### src/rtl/jump_operand_forward.sv
// Operand resolution for ID-stage jumps/branches: forwards both sources from
// in-flight producers (youngest first) and stalls ID until they are available.
module jump_operand_forward #(
    parameter int DATA_W     = 32,
    parameter int ADDR_W     = 5,
    parameter int NUM_STAGES = 3,
    parameter int MAX_STALL  = 8,
    parameter int CNT_W      = 16,
    localparam int SRC_W     = $clog2(NUM_STAGES + 2)
) (
    input  logic                           clk,
    input  logic                           rst_n,
    input  logic                           req_valid,
    input  logic [ADDR_W-1:0]              req_addr_a,
    input  logic [ADDR_W-1:0]              req_addr_b,
    input  logic [DATA_W-1:0]              rf_data_a,
    input  logic [DATA_W-1:0]              rf_data_b,
    input  logic [NUM_STAGES-1:0]          stg_wr_en,
    input  logic [NUM_STAGES*ADDR_W-1:0]   stg_addr,
    input  logic [NUM_STAGES*DATA_W-1:0]   stg_data,
    input  logic [NUM_STAGES-1:0]          stg_rdy,
    input  logic                           flush,
    output logic                           stall,
    output logic                           resp_valid,
    output logic [DATA_W-1:0]              opnd_a,
    output logic [DATA_W-1:0]              opnd_b,
    output logic [SRC_W-1:0]               src_a,
    output logic [SRC_W-1:0]               src_b,
    output logic                           timeout,
    output logic [CNT_W-1:0]               stall_cnt
);

    localparam int WAIT_W = $clog2(MAX_STALL) + 1;
    localparam int RES_W  = 1 + SRC_W + DATA_W;

    typedef enum logic {IDLE, STALL} state_t;

    state_t              state_q, state_d;
    logic [ADDR_W-1:0]   addr_a_q, addr_a_d, addr_b_q, addr_b_d;
    logic [WAIT_W-1:0]   wait_q, wait_d;
    logic [DATA_W-1:0]   opnd_a_q, opnd_a_d, opnd_b_q, opnd_b_d;
    logic [SRC_W-1:0]    src_a_q, src_a_d, src_b_q, src_b_d;
    logic                resp_q, resp_d, to_q, to_d;
    logic [CNT_W-1:0]    cnt_q, cnt_d;

    logic [ADDR_W-1:0]   cur_a, cur_b;
    logic                blk_a, blk_b, stall_c, capture, force_rf;
    logic [SRC_W-1:0]    rsrc_a, rsrc_b;
    logic [DATA_W-1:0]   rdat_a, rdat_b;

    // Loop runs oldest to youngest so the youngest matching stage wins; a
    // not-ready youngest match blocks even if an older stage holds the value.
    function automatic logic [RES_W-1:0] resolve(
        input logic [ADDR_W-1:0]            addr,
        input logic [DATA_W-1:0]            rf,
        input logic [NUM_STAGES-1:0]        wr,
        input logic [NUM_STAGES*ADDR_W-1:0] sa,
        input logic [NUM_STAGES*DATA_W-1:0] sd,
        input logic [NUM_STAGES-1:0]        rdy
    );
        logic              blk;
        logic [SRC_W-1:0]  src;
        logic [DATA_W-1:0] d;
        blk = 1'b0;
        src = '0;
        d   = rf;
        if (addr == '0) begin
            src = SRC_W'(NUM_STAGES + 1);
            d   = '0;
        end else begin
            for (int i = NUM_STAGES - 1; i >= 0; i--) begin
                if (wr[i] && sa[i*ADDR_W +: ADDR_W] == addr) begin
                    src = SRC_W'(i + 1);
                    d   = sd[i*DATA_W +: DATA_W];
                    blk = !rdy[i];
                end
            end
        end
        return {blk, src, d};
    endfunction

    always_comb begin
        cur_a = (state_q == STALL) ? addr_a_q : req_addr_a;
        cur_b = (state_q == STALL) ? addr_b_q : req_addr_b;
        {blk_a, rsrc_a, rdat_a} = resolve(cur_a, rf_data_a, stg_wr_en, stg_addr, stg_data, stg_rdy);
        {blk_b, rsrc_b, rdat_b} = resolve(cur_b, rf_data_b, stg_wr_en, stg_addr, stg_data, stg_rdy);
    end

    always_comb begin
        state_d  = state_q;
        addr_a_d = addr_a_q;
        addr_b_d = addr_b_q;
        wait_d   = wait_q;
        stall_c  = 1'b0;
        capture  = 1'b0;
        force_rf = 1'b0;
        case (state_q)
            IDLE: begin
                if (req_valid && !flush) begin
                    if (blk_a || blk_b) begin
                        stall_c  = 1'b1;
                        addr_a_d = req_addr_a;
                        addr_b_d = req_addr_b;
                        wait_d   = '0;
                        state_d  = STALL;
                    end else begin
                        capture = 1'b1;
                    end
                end
            end
            STALL: begin
                if (flush) begin
                    state_d = IDLE;
                end else if (!blk_a && !blk_b) begin
                    capture = 1'b1;
                    state_d = IDLE;
                end else if (wait_q == WAIT_W'(MAX_STALL - 1)) begin
                    capture  = 1'b1;
                    force_rf = 1'b1;
                    state_d  = IDLE;
                end else begin
                    stall_c = 1'b1;
                    wait_d  = wait_q + 1'b1;
                end
            end
            default: state_d = IDLE;
        endcase
    end

    // Only a forced resolution can capture a blocked operand; it falls back to the regfile.
    always_comb begin
        opnd_a_d = opnd_a_q;
        opnd_b_d = opnd_b_q;
        src_a_d  = src_a_q;
        src_b_d  = src_b_q;
        resp_d   = capture;
        to_d     = force_rf;
        if (capture) begin
            opnd_a_d = blk_a ? rf_data_a : rdat_a;
            src_a_d  = blk_a ? '0 : rsrc_a;
            opnd_b_d = blk_b ? rf_data_b : rdat_b;
            src_b_d  = blk_b ? '0 : rsrc_b;
        end
        cnt_d = cnt_q;
        if (stall_c && !(&cnt_q)) cnt_d = cnt_q + 1'b1;
    end

    always_ff @(posedge clk or negedge rst_n) begin
        if (!rst_n) begin
            state_q  <= IDLE;
            addr_a_q <= '0;
            addr_b_q <= '0;
            wait_q   <= '0;
            opnd_a_q <= '0;
            opnd_b_q <= '0;
            src_a_q  <= '0;
            src_b_q  <= '0;
            resp_q   <= 1'b0;
            to_q     <= 1'b0;
            cnt_q    <= '0;
        end else begin
            state_q  <= state_d;
            addr_a_q <= addr_a_d;
            addr_b_q <= addr_b_d;
            wait_q   <= wait_d;
            opnd_a_q <= opnd_a_d;
            opnd_b_q <= opnd_b_d;
            src_a_q  <= src_a_d;
            src_b_q  <= src_b_d;
            resp_q   <= resp_d;
            to_q     <= to_d;
            cnt_q    <= cnt_d;
        end
    end

    // Gated by reset so a request held across reset cannot keep ID frozen.
    assign stall      = stall_c & rst_n;
    assign resp_valid = resp_q;
    assign timeout    = to_q;
    assign opnd_a     = opnd_a_q;
    assign opnd_b     = opnd_b_q;
    assign src_a      = src_a_q;
    assign src_b      = src_b_q;
    assign stall_cnt  = cnt_q;

endmodule

### config.mk
export PLATFORM = sky130hd
export DESIGN_NAME = jump_operand_forward
export DESIGN_NICKNAME = d
export VERILOG_FILES = /design/src/rtl/jump_operand_forward.sv
export SDC_FILE = /design/constraint.sdc
export NUM_CORES = 1
export LEC_CHECK = 0
export ABC_CLOCK_PERIOD_IN_PS = 6900
export BUFFER_PORTS_ARGS = -buffer_cell sky130_fd_sc_hd__buf_2
export CORE_MARGIN = 5
export CORE_UTILIZATION = 54
export DETAILED_ROUTE_END_ITERATION = 12
export MAX_ROUTING_LAYER = met4
export PLACE_DENSITY_LB_ADDON = 0.3
export SETUP_SLACK_MARGIN = 0.5
export SLEW_MARGIN = 10
export SYNTH_ARGS = -nofsm -noshare
export SYNTH_HDL_FRONTEND = slang
export SYNTH_SLANG_ARGS = --single-unit
### constraint.sdc
create_clock -name clk -period 6.9 [get_ports clk]
set_input_delay 0 -clock clk [delete_from_list [all_inputs] [get_ports clk]]
set_output_delay 0 -clock clk [all_outputs]
set_load 0.01 [all_outputs]
==> results.md, run 1 <==
- Mean Syn Cell Area: 9.03 um2
- Clk Latency, worst-skew pair: 370 ps
- Worst Skew: 7.30 ps
- Total CTS buffers: 9
- Worst r2r src: state_q
- Post_cts resized: 0
- Site row count: 42
- Sequential area share after synthesis: 34.8%
- Hold wc startpoint: rf_data_a[16]
- Crit path to: opnd_a[22]
- Number of port buffers: between 200 and 300
- Synth cell types: 57
- Reg2reg setup slack: 2570 ps
- Max-cap viol count: 0
- Util after Layout: 70.7%
- Setup Fix Bufs, Post-CTS: 0
- Post-synth EDFFs: 0
- Outcome: finished with violations
- Final #Nets: 1279
- Net Count, Synth: 1018
- Fin. max-slew vios: 0
- Largest family of logic cells by synthesized area: compound AO/OA/AOI/OAI gates
- Predominant post-synthesis flop cell: dfrtp_1
- Least-Margin Pin Slew: 1040 ps
- Pwr Density: 214 nW/um2
- Initial antenna violation count: 8
- Setup TNS: 0 ps
- Most common library cells after synthesis: nand2_1, dfrtp_1, nand3_1
- Grt total ovfl: 0
- Post-synthesis simple-gate area fraction: 16.8%
- Die width: 127 um
- Area share of the largest cell type after synthesis: around a third
- TritonRoute pass-1 iters: 6
- Post-synthesis mux area share: 13.7%
- FMAX: 231 MHz
- Largest net degree at the start of global routing: just under 60
- Time the worst path needs with I/O delays and setup: 4330 ps
- Final worst slack: 2570 ps
- Worst Path Arrival: 4580 ps
- Crit path capture type: register
- Tcrit/Tclk final: 62.8%
- GPL Wtd Cong: 1.02
- Core area: 13300 um2
- Count leader, synth: nand2_1
- Clk buf depth: 2
- Synth Area in Compound Gates: 25.3%
- Synthesized flop and latch total: 103
- Setup-failing EPs final: 0
- Root buffer cell: clkbuf_16
- Detail Route Antenna Nets: 0
- GRT Overall Usage: a little over a third
- Area delta synth->final: 27.2%
- Detailed-placement wirelength estimate: 22100 um
- Adder-Cell Fraction of Synth Area: 0.337%
- Hold Vio Cnt, Final: 1
- Crit Path Class: register to register
- Reg2Reg Depth: 10
- Vias in the first global route: between 7000 and 8000
- Syn. warnings: 0
- Total wire length: a little under 30000 um
- First-pass GRT wire length: 43400 um
- Die area: 16200 um2
- Residual DRC: 0
- Mean routed wirelength per cell: 22.9 um
- Max-slew headroom: 30.2%
- CTS tree: done
- Biggest fanout along the worst timing path: 41
- Share of post-route cells with drive strength above 1: 35.4%
- Clk sinks: 103
- P_leak: 0.00443 uW
- Top cells by area, synth: dfrtp_1, mux2_2, nand2_1, mux2_1, nand3_1
- Hold_buf cts: 17
- Area leader, netlist: dfrtp_1
- Initial Utilization: 55.6%
- Setup crit start: state_q
- RSZ-0062 raised after global routing: false
- Worst hold slack: -1.69 ps
- H-tree depth: 3
- Drt via density: 6.41
- Die height: 127 um
- Reg2Reg Capture Point: opnd_a[22]
- Ys async rst share: 100%
- Peak supply drop: 0.000129 V
- Cells after Synth: 821
- Worst-path clk slew: roughly 70 ps
- Pre-CTS setup slack: 2660 ps
- DR iter-0 viols: roughly 1100
- Worst Path Required: 7150 ps
- Crit path launch type: register
- Hold crit path type: input port to register
- Via count: 8154
- Failing checks: negative hold slack
- Post-synthesis xor/xnor area fraction: 4.72%
- Ports: roughly 280
- Post-Synthesis Cell Area: 7420 um2
metal layers:
layer / part of all wire [%] / wire length (um) / GRT usage [%] / up-vias
met4: 4.1 / 1200 / 13.1 / 0
met2: 43 / 12700 / 50.9 / 629
met5: 0 / 0 / - / -
met1: 40 / 11600 / 48.4 / 3830
li1: - / - / - / 3612
met3: 13 / 3740 / 10.1 / 83
placed cells by master, fill, tap and decap left out, types with 21 or more instances in the layout:
master	synthesis	layout
a211oi_1	21	21
a21oi_1	29	29
a221o_1	21	21
a31oi_1	23	23
and3_1	22	22
buf_2	6	282
dfrtp_1	103	103
mux2_1	30	30
mux2_2	50	50
nand2_1	107	107
nand3_1	59	59
nor2_1	33	31
o211a_1	23	23
o21a_1	24	24
o21ai_0	36	36
xnor2_1	29	28
through the flow:
step	power [uW]	cells	area [um2]
after global routing	2110	1272	9440
final	2020	1272	9440
after global placement	1450	1230	8930
after detailed placement	1460	1230	8930
after floorplan	1170	821	7420
after CTS	2020	1263	9410
report_power, final:
part / switching (uW) / leakage, uW / internal, uW / total (uW)
combinational: 339 / 0.00299 / 302 / 641
sequential: 92.9 / 0.00128 / 741 / 834
clock: 252 / 0.000150 / 296 / 548
total: 684 / 0.00443 / 1340 / 2020
worst min path at each step:
stage	cells after the start	endpoint	slack [ps]
floorplan	0	addr_a_q[0]	-300
global placement	1	opnd_b[17]	80
detailed placement	1	opnd_b[20]	90
CTS	4	opnd_a[23]	2
global route	3	opnd_b[16]	20
finish	4	opnd_a[16]	-2
worst max-delay path: stages (launching register included):
cell	delay [ps]
dfrtp_1	320
buf_4	310
mux2i_1	250
a22oi_1	260
a21boi_2	810
a211oi_2	220
o31ai_4	670
a21oi_1	210
o31ai_4	220
buf_4	500
mux2_2	400
kinds of logic (layout without fill, tap and decap cells):
family | count (synthesis) | after routing
and+or+nand+nor | 261 | 261
AOI/OAI and AO/OA | 246 | 246
DFF | 103 | 103
muxes | 91 | 91
buffers and inverters | 78 | 344
xor gates and xnor gates | 40 | 40
adders and majority gates | 2 | 2
other | 0 | 9
state kept, by name, indices dropped and copies added, names as in the netlist:
| signal | count |
|---|---|
| opnd_b | 32 |
| src_b | 3 |
| src_a | 3 |
| timeout | 1 |
| wait_q | 4 |
| addr_a_q | 5 |
| state_q | 1 |
| stall_cnt | 16 |
| addr_b_q | 5 |
| resp_valid | 1 |
| opnd_a | 32 |
area by class of cell:
| class | count | area, um2 |
|---|---|---|
| antenna | 9 | 22.5 |
| clock buffer | 10 | 239 |
| clock inverter | 6 | 72.6 |
| fill | 1067 | 3910 |
| inverter | 12 | 45.0 |
| multi-input combinational | 640 | 4550 |
| sequential | 103 | 2580 |
| tap | 176 | 220 |
| timing repair buffer | 316 | 1710 |
(Power assumes the default switching activity.)
==> run 2: changes to the inputs <==
--- a/config.mk
+++ b/config.mk
@@ -5,10 +5,10 @@
 export SDC_FILE = /design/constraint.sdc
 export NUM_CORES = 1
 export LEC_CHECK = 0
-export ABC_CLOCK_PERIOD_IN_PS = 6900
+export ABC_CLOCK_PERIOD_IN_PS = 3600
 export BUFFER_PORTS_ARGS = -buffer_cell sky130_fd_sc_hd__buf_2
 export CORE_MARGIN = 5
-export CORE_UTILIZATION = 54
+export CORE_UTILIZATION = 45
 export DETAILED_ROUTE_END_ITERATION = 12
 export MAX_ROUTING_LAYER = met4
 export PLACE_DENSITY_LB_ADDON = 0.3
==> constraint.sdc (replaced) <==
create_clock -name clk -period 3.6 [get_ports clk]
set_input_delay 0 -clock clk [delete_from_list [all_inputs] [get_ports clk]]
set_output_delay 0 -clock clk [all_outputs]
set_load 0.01 [all_outputs]
==> run 2 against run 1 <==
  * Core utilization fell by 5.2 points
  * Sequential cell count unchanged
  * Critical path depth grew 2
  * Count of clock-buffer cells in the layout decreased by 1
  * Combinational power up 130%
  * Clock skew up 6.6 ps
  * The flow now finishes without violations
  * Final cell count is 9.9% higher
==> results.md, run 2 (same netlist as run 1, synthesis figures left out) <==
- Outcome: finished, final reports clean
- Root buffer cell: clkbuf_16
- Time the worst path needs with I/O delays and setup: 3320 ps
- RSZ-0062 raised after global routing: true
- Hold Vio Cnt, Final: 0
- Largest net degree at the start of global routing: 63
- Worst-path clk slew: 80 ps
- Total Power: 4090 uW
- FMAX: 301 MHz
- Clk sinks: 103
- Total wire length: 32600 um
- GPL Wtd Cong: 0.947
- Util after Layout: 65.5%
- DR iter-0 viols: around 1100
- CP dominant cell by count: buf_4
- Number of port buffers: 283
- DP Cell Count: 1304
- FILL cells: between 1000 and 1500
- First-pass GRT wire length: 48300 um
- CP max stage cell: or4_4
- Core area: 16300 um2
- Least-Margin Pin Slew: between 800 and 900 ps
- Tcrit/Tclk final: about 92%
- Vias in the first global route: 8338
- Hold crit path type: input port to register
- Drt via density: between 6 and 7
- Max-cap viol count: 0
- Via count: 8537
- Area delta synth->final: 44.3%
- Initial antenna violation count: 20
- Worst Path Arrival: 3620 ps
- Die area: 19200 um2
- TritonRoute pass-1 iters: 6
- GRT Overall Usage: 32.7%
- Clk Latency, worst-skew pair: 360 ps
- Worst Skew: ~14 ps
- Residual DRC: 0
- Detail Route Antenna Nets: 0
- Post-route insts no fill: roughly 1400
- Die width: 138 um
- Mean routed wirelength per cell: 23.3 um
- Worst path max stage delay: 600 ps
- Worst-path cell chain: buf_4, buf_16, mux2i_4, xnor2_2, or4_4, buf_4, nor2_4, buf_4, a21oi_1, o211a_1, o21ai_0, mux2_4
- Crit path launch type: register
- P_leak: approximately 0.0050 uW
- Crit Path Class: register to register
- Commonest non-fill, non-tap cells in the layout: buf_2, nand2_1, dfrtp_1, buf_4, nand3_1
- Biggest fanout along the worst timing path: 16
- Ports: 284
- H-tree depth: 3
- Clk buf depth: 2
- Final worst slack: around 280 ps
- Share of post-route cells with drive strength above 1: 43.9%
- Initial Utilization: 45.4%
- Pwr Density: 382 nW/um2
- Pre-CTS setup slack: approximately 210 ps
- Final #Nets: approximately 1300
- Detailed-placement wirelength estimate: between 20000 and 25000 um
- Peak supply drop: around 0.00026 V
- CTS tree: done
- Reg area: roughly 2600 um2
- Leading cell type in the layout, fill and taps excluded: buf_2
- Max-slew headroom: around 45%
- Worst Path Required: 3900 ps
- Setup TNS: 0 ps
- Grt total ovfl: 0
- Setup-failing EPs final: 0
- Site row count: 47
- Total CTS buffers: 9
- Crit path capture type: register
- Area of the multi-input gates: 4930 um2
- Die height: 138 um
- Fin. max-slew vios: 0
==> run 2: cell types whose count changed in the layout (fill, tap and decap cells not counted), sizes merged <==
cell / change
buf: +64
diode: +13
clkinv: +4
bufbuf: +2
a22oi: +1
bufinv: -1
clkbuf: +1
clkinvlp: -1
inv: -1
==> run 2: cell type report <==
cell class,instances,area share (%)
repair buffers,384,23.5
well taps,220,2.57
diodes,22,0.514
clock buffers,9,2.10
inverters,12,0.421
multi-input cells,641,46.1
clock inverters,7,0.713
flip-flops and latches,103,24.1
==> run 2: repair_timing <==
item / in CTS / in global routing
gates cloned: 5 / 2
endpoints found under the hold margin: 75 / 0
pin swaps: 12 / 10
endpoints found under the setup margin: 95 / 94
setup buffers: 17 / 15
hold buffers: 17 / 0
gates resized for setup: 46 / 29
==> run 2: power breakdown <==
| part | leakage [uW] | switching, uW | internal, uW |
|---|---|---|---|
| combinational | 0.00360 | 725 | 728 |
| sequential | 0.00128 | 200 | 1420 |
| clock | 0.000146 | 523 | 491 |
| total | 0.00502 | 1450 | 2640 |
==> run 2: final timing paths <==
kind	from	to	slack [ps]	cells after the start
setup / recovery	state_q	opnd_a[20]	280	12
min in group asynchronous	rst_n	stall_cnt[12]	270	2
max in group asynchronous	rst_n	opnd_b[17]	2430	3
hold / removal	rf_data_b[6]	opnd_b[6]	0.1	3
hold reg to reg	opnd_b[0]	opnd_b[0]	490	1
setup reg to reg	state_q	opnd_a[20]	280	12
==> run 2: worst max-delay path, delay by kind of cell, from the launching register on <==
kind | cells | cell delay [ps]
mux | 2 | 500
simple gates | 2 | 730
xor+xnor | 1 | 140
flops | 1 | 430
compound gates | 3 | 710
buf+inv | 4 | 750
==> run 2: per-stage QoR <==
step	hold WS (ps)	area, um2
CTS	0.524	10400
finish	0.131	10700
global placement	141	9390
detailed placement	147	9390
floorplan	-296	7510
global route	11.6	10700
==> run 2: metal layers <==
metal  part of all wire, %  routed length (um)  global-route usage, %  vias up
li1                      -                   -                      -     3779
met4                   3.9                1270                   14.2        0
met3                    12                3900                   10.0      115
met5                     0                   0                      -        -
met1                    39               12700                   41.2     4041
met2                    45               14700                   48.9      602
